### src/rtl/ads8688_manchn_ctrl_if.sv
// Command/result handshake between a requester and the ADS8688 manual-channel controller.
// The requester drives start and chsel; the controller returns the done pulse and the captured sample.
interface ads8688_manchn_ctrl_if;
  logic        manchn_start;
  logic [15:0] chsel;
  logic        manchn_done;
  logic [15:0] ch_data;

  modport master (
    output manchn_start,
    output chsel,
    input  manchn_done,
    input  ch_data
  );

  modport slave (
    input  manchn_start,
    input  chsel,
    output manchn_done,
    output ch_data
  );
endinterface

### src/rtl/ads8688_manchn_ctrl.sv
// ADS8688 manual-channel-select frame engine: 32-SCLK SPI frame, command out on MOSI, result captured from MISO.
// Define ADS8688_MISO_FALL_SAMPLE_EN to capture MISO on SCLK falling edges instead of rising edges.
module ads8688_manchn_ctrl #(
  parameter int SCLK_HALF = 2,
  parameter int CSN_IDLE  = 2
) (
  input  logic                         clk,
  input  logic                         arstn,
  ads8688_manchn_ctrl_if.slave         ctrl,
  output logic                         sclk,
  output logic                         csn,
  output logic                         mosi,
  input  logic                         miso
);

  localparam int DIV_W  = (SCLK_HALF > 1) ? $clog2(SCLK_HALF) : 1;
  localparam int IDLE_W = (CSN_IDLE > 1) ? $clog2(CSN_IDLE) : 1;
  localparam logic [DIV_W-1:0]  DIV_MAX  = DIV_W'(SCLK_HALF - 1);
  localparam logic [IDLE_W-1:0] IDLE_MAX = IDLE_W'(CSN_IDLE - 1);

`ifdef ADS8688_MISO_FALL_SAMPLE_EN
  localparam logic FALL_SAMPLE = 1'b1;
`else
  localparam logic FALL_SAMPLE = 1'b0;
`endif

  typedef enum logic [1:0] {
    ST_IDLE  = 2'd0,
    ST_SETUP = 2'd1,
    ST_SHIFT = 2'd2,
    ST_DONE  = 2'd3
  } state_t;

  state_t             state_reg, state_next;
  logic [DIV_W-1:0]   div_reg, div_next;
  logic [6:0]         half_reg, half_next;
  logic [IDLE_W-1:0]  idle_reg, idle_next;
  logic [31:0]        frame_reg, frame_next;
  logic [15:0]        cap_reg, cap_next;
  logic [15:0]        ch_data_reg, ch_data_next;
  logic               sclk_reg, sclk_next;
  logic               csn_reg, csn_next;
  logic               mosi_reg, mosi_next;
  logic               done_reg, done_next;

  // half_reg counts SCLK half-periods elapsed since the frame start edge;
  // edge_num is the index of the half-period boundary landing on this clk edge.
  logic       half_tick;
  logic [6:0] edge_num;
  logic       is_rise;
  logic       is_fall;
  logic       is_end;
  logic       idle_exit;
  logic       busy;
  logic       start_ok;
  logic       cap_en;

  assign half_tick = (div_reg == DIV_MAX);
  assign edge_num  = half_reg + 7'd1;
  assign is_rise   = half_tick && edge_num[0] && (edge_num != 7'd65);
  assign is_fall   = half_tick && !edge_num[0];
  assign is_end    = half_tick && (edge_num == 7'd65);
  assign idle_exit = (idle_reg == IDLE_MAX);
  assign busy      = (state_reg == ST_SETUP) || (state_reg == ST_SHIFT);
  // A start on the last DONE cycle is taken directly, so held starts leave csn high exactly CSN_IDLE cycles.
  assign start_ok  = ctrl.manchn_start &&
                     ((state_reg == ST_IDLE) || ((state_reg == ST_DONE) && idle_exit));
  // Result bits live in SCLK cycles 17..32: rising edges 33..63 or falling edges 34..64.
  assign cap_en    = FALL_SAMPLE ? (is_fall && (edge_num >= 7'd34))
                                 : (is_rise && (edge_num >= 7'd33));

  always_ff @(posedge clk or negedge arstn) begin
    if (!arstn) begin
      state_reg <= ST_IDLE;
    end else begin
      state_reg <= state_next;
    end
  end

  always_comb begin
    state_next = state_reg;
    case (state_reg)
      ST_IDLE:  if (start_ok) state_next = ST_SETUP;
      ST_SETUP: if (is_rise)  state_next = ST_SHIFT;
      ST_SHIFT: if (is_end)   state_next = ST_DONE;
      ST_DONE:  if (idle_exit) state_next = start_ok ? ST_SETUP : ST_IDLE;
      default:  state_next = ST_IDLE;
    endcase
  end

  always_comb begin
    div_next     = div_reg;
    half_next    = half_reg;
    idle_next    = idle_reg;
    frame_next   = frame_reg;
    cap_next     = cap_reg;
    ch_data_next = ch_data_reg;
    sclk_next    = sclk_reg;
    csn_next     = csn_reg;
    mosi_next    = mosi_reg;
    done_next    = 1'b0;

    if (start_ok) begin
      frame_next = {ctrl.chsel, 16'h0000};
      csn_next   = 1'b0;
      sclk_next  = 1'b0;
      mosi_next  = ctrl.chsel[15];
      div_next   = '0;
      half_next  = '0;
      cap_next   = '0;
    end else if (busy) begin
      if (half_tick) begin
        div_next  = '0;
        half_next = edge_num;
      end else begin
        div_next = div_reg + DIV_W'(1);
      end

      if (is_rise) begin
        sclk_next = 1'b1;
      end
      // Next command bit moves up into frame_reg[30] so MOSI is stable before the following rise.
      if (is_fall) begin
        sclk_next  = 1'b0;
        mosi_next  = frame_reg[30];
        frame_next = {frame_reg[30:0], 1'b0};
      end
      if (cap_en) begin
        cap_next = {cap_reg[14:0], miso};
      end
      if (is_end) begin
        csn_next     = 1'b1;
        sclk_next    = 1'b0;
        mosi_next    = 1'b0;
        ch_data_next = cap_reg;
        done_next    = 1'b1;
        idle_next    = '0;
      end
    end else if (state_reg == ST_DONE) begin
      if (!idle_exit) begin
        idle_next = idle_reg + IDLE_W'(1);
      end
    end
  end

  always_ff @(posedge clk or negedge arstn) begin
    if (!arstn) begin
      div_reg     <= '0;
      half_reg    <= '0;
      idle_reg    <= '0;
      frame_reg   <= '0;
      cap_reg     <= '0;
      ch_data_reg <= '0;
      sclk_reg    <= 1'b0;
      csn_reg     <= 1'b1;
      mosi_reg    <= 1'b0;
      done_reg    <= 1'b0;
    end else begin
      div_reg     <= div_next;
      half_reg    <= half_next;
      idle_reg    <= idle_next;
      frame_reg   <= frame_next;
      cap_reg     <= cap_next;
      ch_data_reg <= ch_data_next;
      sclk_reg    <= sclk_next;
      csn_reg     <= csn_next;
      mosi_reg    <= mosi_next;
      done_reg    <= done_next;
    end
  end

  assign sclk             = sclk_reg;
  assign csn              = csn_reg;
  assign mosi             = mosi_reg;
  assign ctrl.manchn_done = done_reg;
  assign ctrl.ch_data     = ch_data_reg;

endmodule

### src/flat_wrapper.sv
// flat-port wrapper written by rule: the top's interface ports become plain ports
module ads8688_manchn_ctrl_flat 
#(
  parameter int SCLK_HALF = 2,
  parameter int CSN_IDLE  = 2
)
  (clk, arstn, sclk, csn, mosi, miso, ctrl_manchn_start, ctrl_chsel, ctrl_manchn_done, ctrl_ch_data);
  ads8688_manchn_ctrl_if ctrl_i ();
  input  logic clk;
  input  logic arstn;
  output logic sclk;
  output logic csn;
  output logic mosi;
  input  logic miso;
  input wire logic [$bits(ctrl_i.manchn_start)-1:0] ctrl_manchn_start;
  input wire logic [$bits(ctrl_i.chsel)-1:0] ctrl_chsel;
  output wire logic [$bits(ctrl_i.manchn_done)-1:0] ctrl_manchn_done;
  output wire logic [$bits(ctrl_i.ch_data)-1:0] ctrl_ch_data;
  assign ctrl_i.manchn_start = ctrl_manchn_start;
  assign ctrl_i.chsel = ctrl_chsel;
  assign ctrl_manchn_done = ctrl_i.manchn_done;
  assign ctrl_ch_data = ctrl_i.ch_data;
  ads8688_manchn_ctrl #(.SCLK_HALF(SCLK_HALF), .CSN_IDLE(CSN_IDLE)) u_core (.clk(clk), .arstn(arstn), .ctrl(ctrl_i), .sclk(sclk), .csn(csn), .mosi(mosi), .miso(miso));
endmodule
### config.mk
export PLATFORM = sky130hd
export DESIGN_NAME = ads8688_manchn_ctrl_flat
export DESIGN_NICKNAME = d
export VERILOG_FILES = /design/src/rtl/ads8688_manchn_ctrl_if.sv /design/src/rtl/ads8688_manchn_ctrl.sv /design/src/flat_wrapper.sv
export SDC_FILE = /design/constraint.sdc
export NUM_CORES = 1
export LEC_CHECK = 0
export ABC_CLOCK_PERIOD_IN_PS = 2520
export CAP_MARGIN = 0
export CORE_MARGIN = 3
export CORE_UTILIZATION = 40
export DETAILED_ROUTE_END_ITERATION = 7
export GPL_TIMING_DRIVEN = 1
export HOLD_SLACK_MARGIN = 0.1
export SLEW_MARGIN = 20
export SYNTH_ARGS = -nofsm -noshare
export SYNTH_HDL_FRONTEND = slang
export SYNTH_SLANG_ARGS = --single-unit
### constraint.sdc
create_clock -name clk -period 2.52 [get_ports clk]
set_input_delay 0.504 -clock clk [delete_from_list [all_inputs] [get_ports clk]]
set_output_delay 0.504 -clock clk [all_outputs]
set_load 0.02 [all_outputs]
==> results of run 1 <==
## power groups by stage
stage / registers, mW / logic (mW) / clock network, mW
floorplan: 1.38 / 0.787 / 0
global placement: 1.38 / 1.12 / 0
detailed placement: 1.38 / 1.14 / 0
CTS: 1.37 / 1.15 / 0.893
global route: 1.40 / 1.27 / 0.940
finish: 1.36 / 1.12 / 0.860
## worst max-delay path, cell delays in order, from the launching register on
cell and delay [ns]:
dfrtp_1 0.45, inv_1 0.16, ha_1 0.21, nand2_1 0.10, nor3_4 0.19, o2111ai_1 0.17
or3_1 0.41, buf_4 0.22, mux2_1 0.32
## cells in the final DEF, fill, tap and decap left out, types with 2 or more instances in the layout
cell	netlist	final
nor2_1	24	24
mux2_1	10	10
mux2i_1	30	30
clkbuf_1	8	3
o21ai_0	18	18
buf_4	0	8
clkdlybuf4s50_1	0	38
nand3_1	3	3
or3_1	4	4
o22ai_1	2	2
o21ai_1	3	3
nand2b_1	2	2
clkbuf_8	0	10
a21oi_1	9	9
inv_1	8	8
nor3_1	5	5
mux2_4	7	7
xnor2_1	6	6
nand2_1	26	26
xor2_1	3	3
buf_12	0	2
o31ai_1	2	2
dfrtp_1	61	61
ha_1	7	6
## metal layers
layer	share of wire (%)	wire length, um
met5	0	0
met4	1.4	80
met3	3.4	195
met2	45	2560
met1	50	2840
## how the worst max path moves through the flow
stage / depth (start not counted) / end
3_5_place_dp: 8 / u_core.ctrl.ch_data[4]
4_1_cts: 8 / u_core.ctrl.ch_data[4]
6_report: 8 / u_core.ctrl.ch_data[4]
2_1_floorplan: 9 / u_core.ctrl.ch_data[10]
3_3_place_gp: 7 / u_core.ctrl.ch_data[7]
5_1_grt: 8 / u_core.ctrl.ch_data[6]
## area by class of cell
class                           count  area, sq um
Fill cell                         640         3330
Sequential cell                    62         1550
Multi-Input combinational cell    178         1310
Timing Repair Buffer               49          485
Clock buffer                       13          149
Tap cell                           96          120
Clock inverter                      3         43.8
Inverter                            9         33.8
## cells by family (layout without fill, tap and decap cells)
group                      after synthesis  after routing
and+or+nand+nor                         72             72
muxes                                   48             48
buffers and inverters                   27             74
xor gates and xnor gates                 9              9
adders and majority gates                7              7
AOI/OAI and AO/OA                       42             42
DFF                                     62             62
## what timing repair did
action	4_1_cts	5_1_grt
resized for setup	0	1
buffers inserted	0	0
endpoints found under the setup margin	0	11
hold buffers	0	0
## stage by stage
step | power, mW | instance area [sq um]
2_1_floorplan | 2.17 | 2980
3_3_place_gp | 2.50 | 3490
3_5_place_dp | 2.52 | 3490
4_1_cts | 3.40 | 3690
5_1_grt | 3.60 | 3690
6_report | 3.35 | 3690
==> impl_metrics.py, run 1 <==
metrics = {
    "clock_network": {
        "cts_max_path_buffers": 2,
        "clock-root-buffer": "clkbuf_8",
        "htree_num_levels": 3,
        "cts_buffers": 9,
        "cts_tree": "done",
        "clock_sinks": 62,
        "clock_latency_ns": 0.33,
        "clk_pin_slew_ns": 0.07,
    },
    "yosys": {
        "synth.distinct_cells": 41,
        "synth_top_area_share_pct": 51.2,
        "syn_area_per_cell_sq_um": 11.2,
        "synth_adder_area_share_pct": 2.94,
        "synth_common_cells": "61 x dfrtp_1, 30 x mux2i_1, 26 x nand2_1",
        "synth_compound_area_share_pct": 8.48,
        "synthXorXnorAreaFrac_pct": 2.64,
        "synth_flop_cell": "dfrtp_1",
        "synth_mux_area_share_pct": 17.8,
        "yosys_warnings": 0,
        "synth_edf_count": 0,
        "synth_top_family_by_area": "multiplexers",
        "synth_area_sq_um": 2980,
        "synthSimpleGateAreaFrac_pct": 11.6,
        "synthCells": 267,
        "synth.most_common_cell": "dfrtp_1",
        "async_flop_share_pct": 100,
        "ys_ff_latch": 62,
        "syn_nets": 294,
        "yosysSeqAreaShare_pct": 52.1,
        "yosys.area.top_type": "dfrtp_1",
        "synthTopCellsByArea": "dfrtp_1 51%, mux2i_1 10%, mux2_1 3.8%",
    },
    "job": {
        "maxCapViolations": 0,
    },
    "critical_path": {
        "criticalPathCategory": "flop to flop",
        "crit_path_start_kind": "flop",
        "reg2reg_to": "u_core.ctrl.ch_data[4]",
        "critPathArrivalTime_ns": 2.56,
        "end_kind": "flop",
        "cp-startpoint": "u_core.half_reg[0]",
        "required_ns": 2.73,
        "worstPathMaxFanout": 14,
        "r2r_cells": 8,
        "r2r_start": "u_core.half_reg[0]",
        "r2r_slack_ns": 0.17,
    },
    "power": {
        "switching_share_pct": 34.2,
        "clockPowerShare_pct": 25.7,
        "switchingPower_mw": 1.14,
        "leakagePower_nw": 1.73,
        "power.share.sequential_pct": 40.7,
        "comb_power_share_pct": 33.6,
        "vdd_ir_drop_max_v": 0.000496,
        "powerDensity_nw_per_um2": 907,
        "cellInternalPower_mw": 2.20,
    },
    "grt": {
        "antenna_found_initial": 0,
        "use_met1_pct": 19.6,
        "grt_use_met2_pct": 21.6,
        "grtUsageTotal_pct": 14.4,
        "grt_pass1_vias": 2018,
        "use_met3_pct": 3.90,
        "grt_pass1_wl_um": 9720,
        "grt-busiest-layer": "met2",
        "grt_max_degree": 63,
        "gr-total-overflow": 0,
    },
    "routing": {
        "drc": 0,
        "drt_iter0_markers": 79,
        "first_pass_iters": 6,
        "ant_nets": 0,
        "routed_wl_um": 5680,
        "via_per_inst": 4.92,
        "num_vias": 2017,
        "avgRoutedWirePerCell_um": 13.8,
    },
    "timing": {
        "max_slew.worst_pin.slew_ns": 0.372,
        "slew_headroom_pct": 75.2,
        "setup_tns_ns": 0,
        "setup-violations-final": 0,
        "hold_viol": 0,
        "rsz0062_at_grt": "no",
        "period_share_pct": 93.2,
        "period_minus_slack_ns": 2.35,
        "slew_viol_final": 0,
        "fin_skew_ns": 0.00710,
        "setup_ws_ns": 0.172,
        "timing.fmax_mhz": 426,
        "hold_slack_ns": 0.170,
    },
    "cells_and_area": {
        "drive_above_1_share_pct": 13.1,
        "diodes": 0,
        "finalNetCount": 336,
        "utilization_pct": 52.6,
        "area_growth_pct": 23.8,
        "fin_cells": 410,
    },
    "outcome": {
        "status": "finished, final reports clean",
    },
    "die": {
        "die_area_sq_um": 8520,
        "core-area_sq_um": 7020,
        "die_h_um": 92.3,
        "initial_core_util_pct": 42.5,
        "fp.dieW_um": 92.3,
        "io_pins": 40,
        "fp-row-count": 30,
    },
    "placed_design": {
        "dp_slack_ns": 0.147,
        "io_buffers": 39,
        "place_inst": 394,
        "hpwl_um": 3770,
        "gp_congestion": 0.930,
    },
    "min_path": {
        "hold_path.class": "input pin to async pin",
    },
}
No activity file was read; power rests on OpenSTA's default activity.
==> run 2, diff against run 1 <==
--- a/config.mk
+++ b/config.mk
@@ -7,6 +7,7 @@
 export LEC_CHECK = 0
 export ABC_CLOCK_PERIOD_IN_PS = 2520
 export CAP_MARGIN = 0
+export CORE_ASPECT_RATIO = 2
 export CORE_MARGIN = 3
 export CORE_UTILIZATION = 40
 export DETAILED_ROUTE_END_ITERATION = 7
==> impl_metrics.py, run 2 (synthesis results as in run 1) <==
metrics = {
    "timing": {
        "slew_headroom_pct": 59.7,
        "timing.fmax_mhz": 422,
        "setup_tns_ns": 0,
        "hold_slack_ns": 0.183,
        "setup_ws_ns": 0.150,
        "rsz0062_at_grt": "no",
        "setup-violations-final": 0,
        "period_share_pct": 94.0,
        "fin_skew_ns": 0.00681,
        "hold_viol": 0,
        "period_minus_slack_ns": 2.37,
        "max_slew.worst_pin.slew_ns": 0.605,
        "slew_viol_final": 0,
    },
    "die": {
        "core-area_sq_um": 7100,
        "initial_core_util_pct": 42.0,
        "die_h_um": 128,
        "fp.dieW_um": 67.0,
        "fp-row-count": 43,
        "die_area_sq_um": 8590,
        "io_pins": 40,
    },
    "placed_design": {
        "hpwl_um": 4040,
        "io_buffers": 39,
        "dpl-instance-area_sq_um": 3490,
        "gp_congestion": 0.838,
        "dp_slack_ns": 0.116,
    },
    "clock_network": {
        "htree_num_levels": 3,
        "cts_buffers": 9,
        "clock-root-buffer": "clkbuf_16",
        "ctsHoldBuffers": 0,
        "cts_max_path_buffers": 2,
        "clock_sinks": 62,
        "cts_tree": "done",
        "clock_latency_ns": 0.33,
        "clk_pin_slew_ns": 0.05,
    },
    "power": {
        "powerDensity_nw_per_um2": 1020,
        "vdd_ir_drop_max_v": 0.000714,
        "leakagePower_nw": 1.80,
    },
    "critical_path": {
        "crit_path_start_kind": "flop",
        "required_ns": 2.73,
        "worstPathMaxFanout": 19,
        "r2r_cells": 7,
        "end_kind": "flop",
        "critPathArrivalTime_ns": 2.58,
        "criticalPathCategory": "flop to flop",
    },
    "cells_and_area": {
        "area_growth_pct": 28.6,
        "final_common_cell": "dfrtp_1",
        "most-common-layout-cells": "61 x dfrtp_1, 38 x clkdlybuf4s50_1, 30 x mux2i_1, 26 x nand2_1, 24 x nor2_1",
        "drive_above_1_share_pct": 13.7,
        "finalNetCount": 335,
        "diodes": 0,
        "finalInstanceArea_sq_um": 3830,
    },
    "grt": {
        "grt_max_degree": 60,
        "antenna_found_initial": 0,
        "grt_pass1_wl_um": 10100,
        "gr-total-overflow": 0,
        "grtUsageTotal_pct": 16.1,
        "grt_pass1_vias": 2125,
    },
    "min_path": {
        "hold_path.class": "input pin to async pin",
    },
    "routing": {
        "num_vias": 2027,
        "ant_nets": 0,
        "via_per_inst": 5.03,
        "drc": 0,
        "first_pass_iters": 3,
        "avgRoutedWirePerCell_um": 15.0,
        "routed_wl_um": 6060,
        "drt_iter0_markers": 87,
    },
    "outcome": {
        "status": "finished, final reports clean",
    },
    "job": {
        "maxCapViolations": 0,
    },
}
run 2: changes by cell type in the layout (fill, tap and decap cells not counted):
cell | before | now
clkinv_4 | 1 | 0
buf_12 | 2 | 3
buf_4 | 8 | 6
clkbuf_16 | 0 | 9
clkbuf_1 | 3 | 0
clkbuf_8 | 10 | 0
clkinvlp_4 | 0 | 1
clkinv_2 | 1 | 3
bufinv_16 | 1 | 3
run 2: worst paths after layout:
path | start | to | slack, ns
worst max-delay path | u_core.half_reg[1] | u_core.ctrl.ch_data[14] | 0.15
worst min-delay path | arstn | u_core.frame_reg[22] | 0.18
worst max register to register | u_core.half_reg[1] | u_core.ctrl.ch_data[14] | 0.15
worst min register to register | u_core.csn | u_core.csn | 0.47
max in group asynchronous | arstn | u_core.ctrl.ch_data[2] | 1.73
min in group clk | u_core.csn | u_core.csn | 0.47
run 2: area by class of cell:
cell class,count,area (sq um)
repair buffers,48,490
fillers,644,3270
multi-input cells,178,1310
well taps,90,113
clock inverters,7,113
flip-flops and latches,62,1550
clock buffers,9,225
inverters,9,33.8
run 2: routing by layer:
metal	wire length [um]	global-route usage, %
met3	275	5.35
met5	0	0
met4	146	8.13
met2	3210	26.2
met1	2430	18.3
run 2: worst max-delay path: stages (launching register included):
cell and delay [ns]:
dfrtp_1 0.44, ha_2 0.24, and3_4 0.20, nor3_2 0.24, o2111ai_1 0.17, or3_1 0.45
buf_12 0.19, mux2_1 0.31
run 2: per-stage QoR:
step / power [mW] / cells / util, %
after detailed placement: 2.55 / 387 / 49.2
after global placement: 2.54 / 387 / 49.2
after floorplan: 2.17 / 267 / -
after global routing: 4.18 / 403 / 54.0
final: 3.90 / 403 / 54.0
after CTS: 3.98 / 403 / 53.9
run 2: timing repair:
action | 4_1_cts | 5_1_grt
resized for setup | 0 | 1
endpoints found under the setup margin | 0 | 6
buffers inserted | 0 | 0
run 2: power breakdown:
group          total (mW)  switching (mW)  internal, mW  leakage [nW]
Combinational        1.15           0.638         0.512         0.817
Sequential           1.37           0.154          1.21         0.821
Clock                1.39           0.429         0.958         0.165
Total                3.90            1.22          2.68          1.80
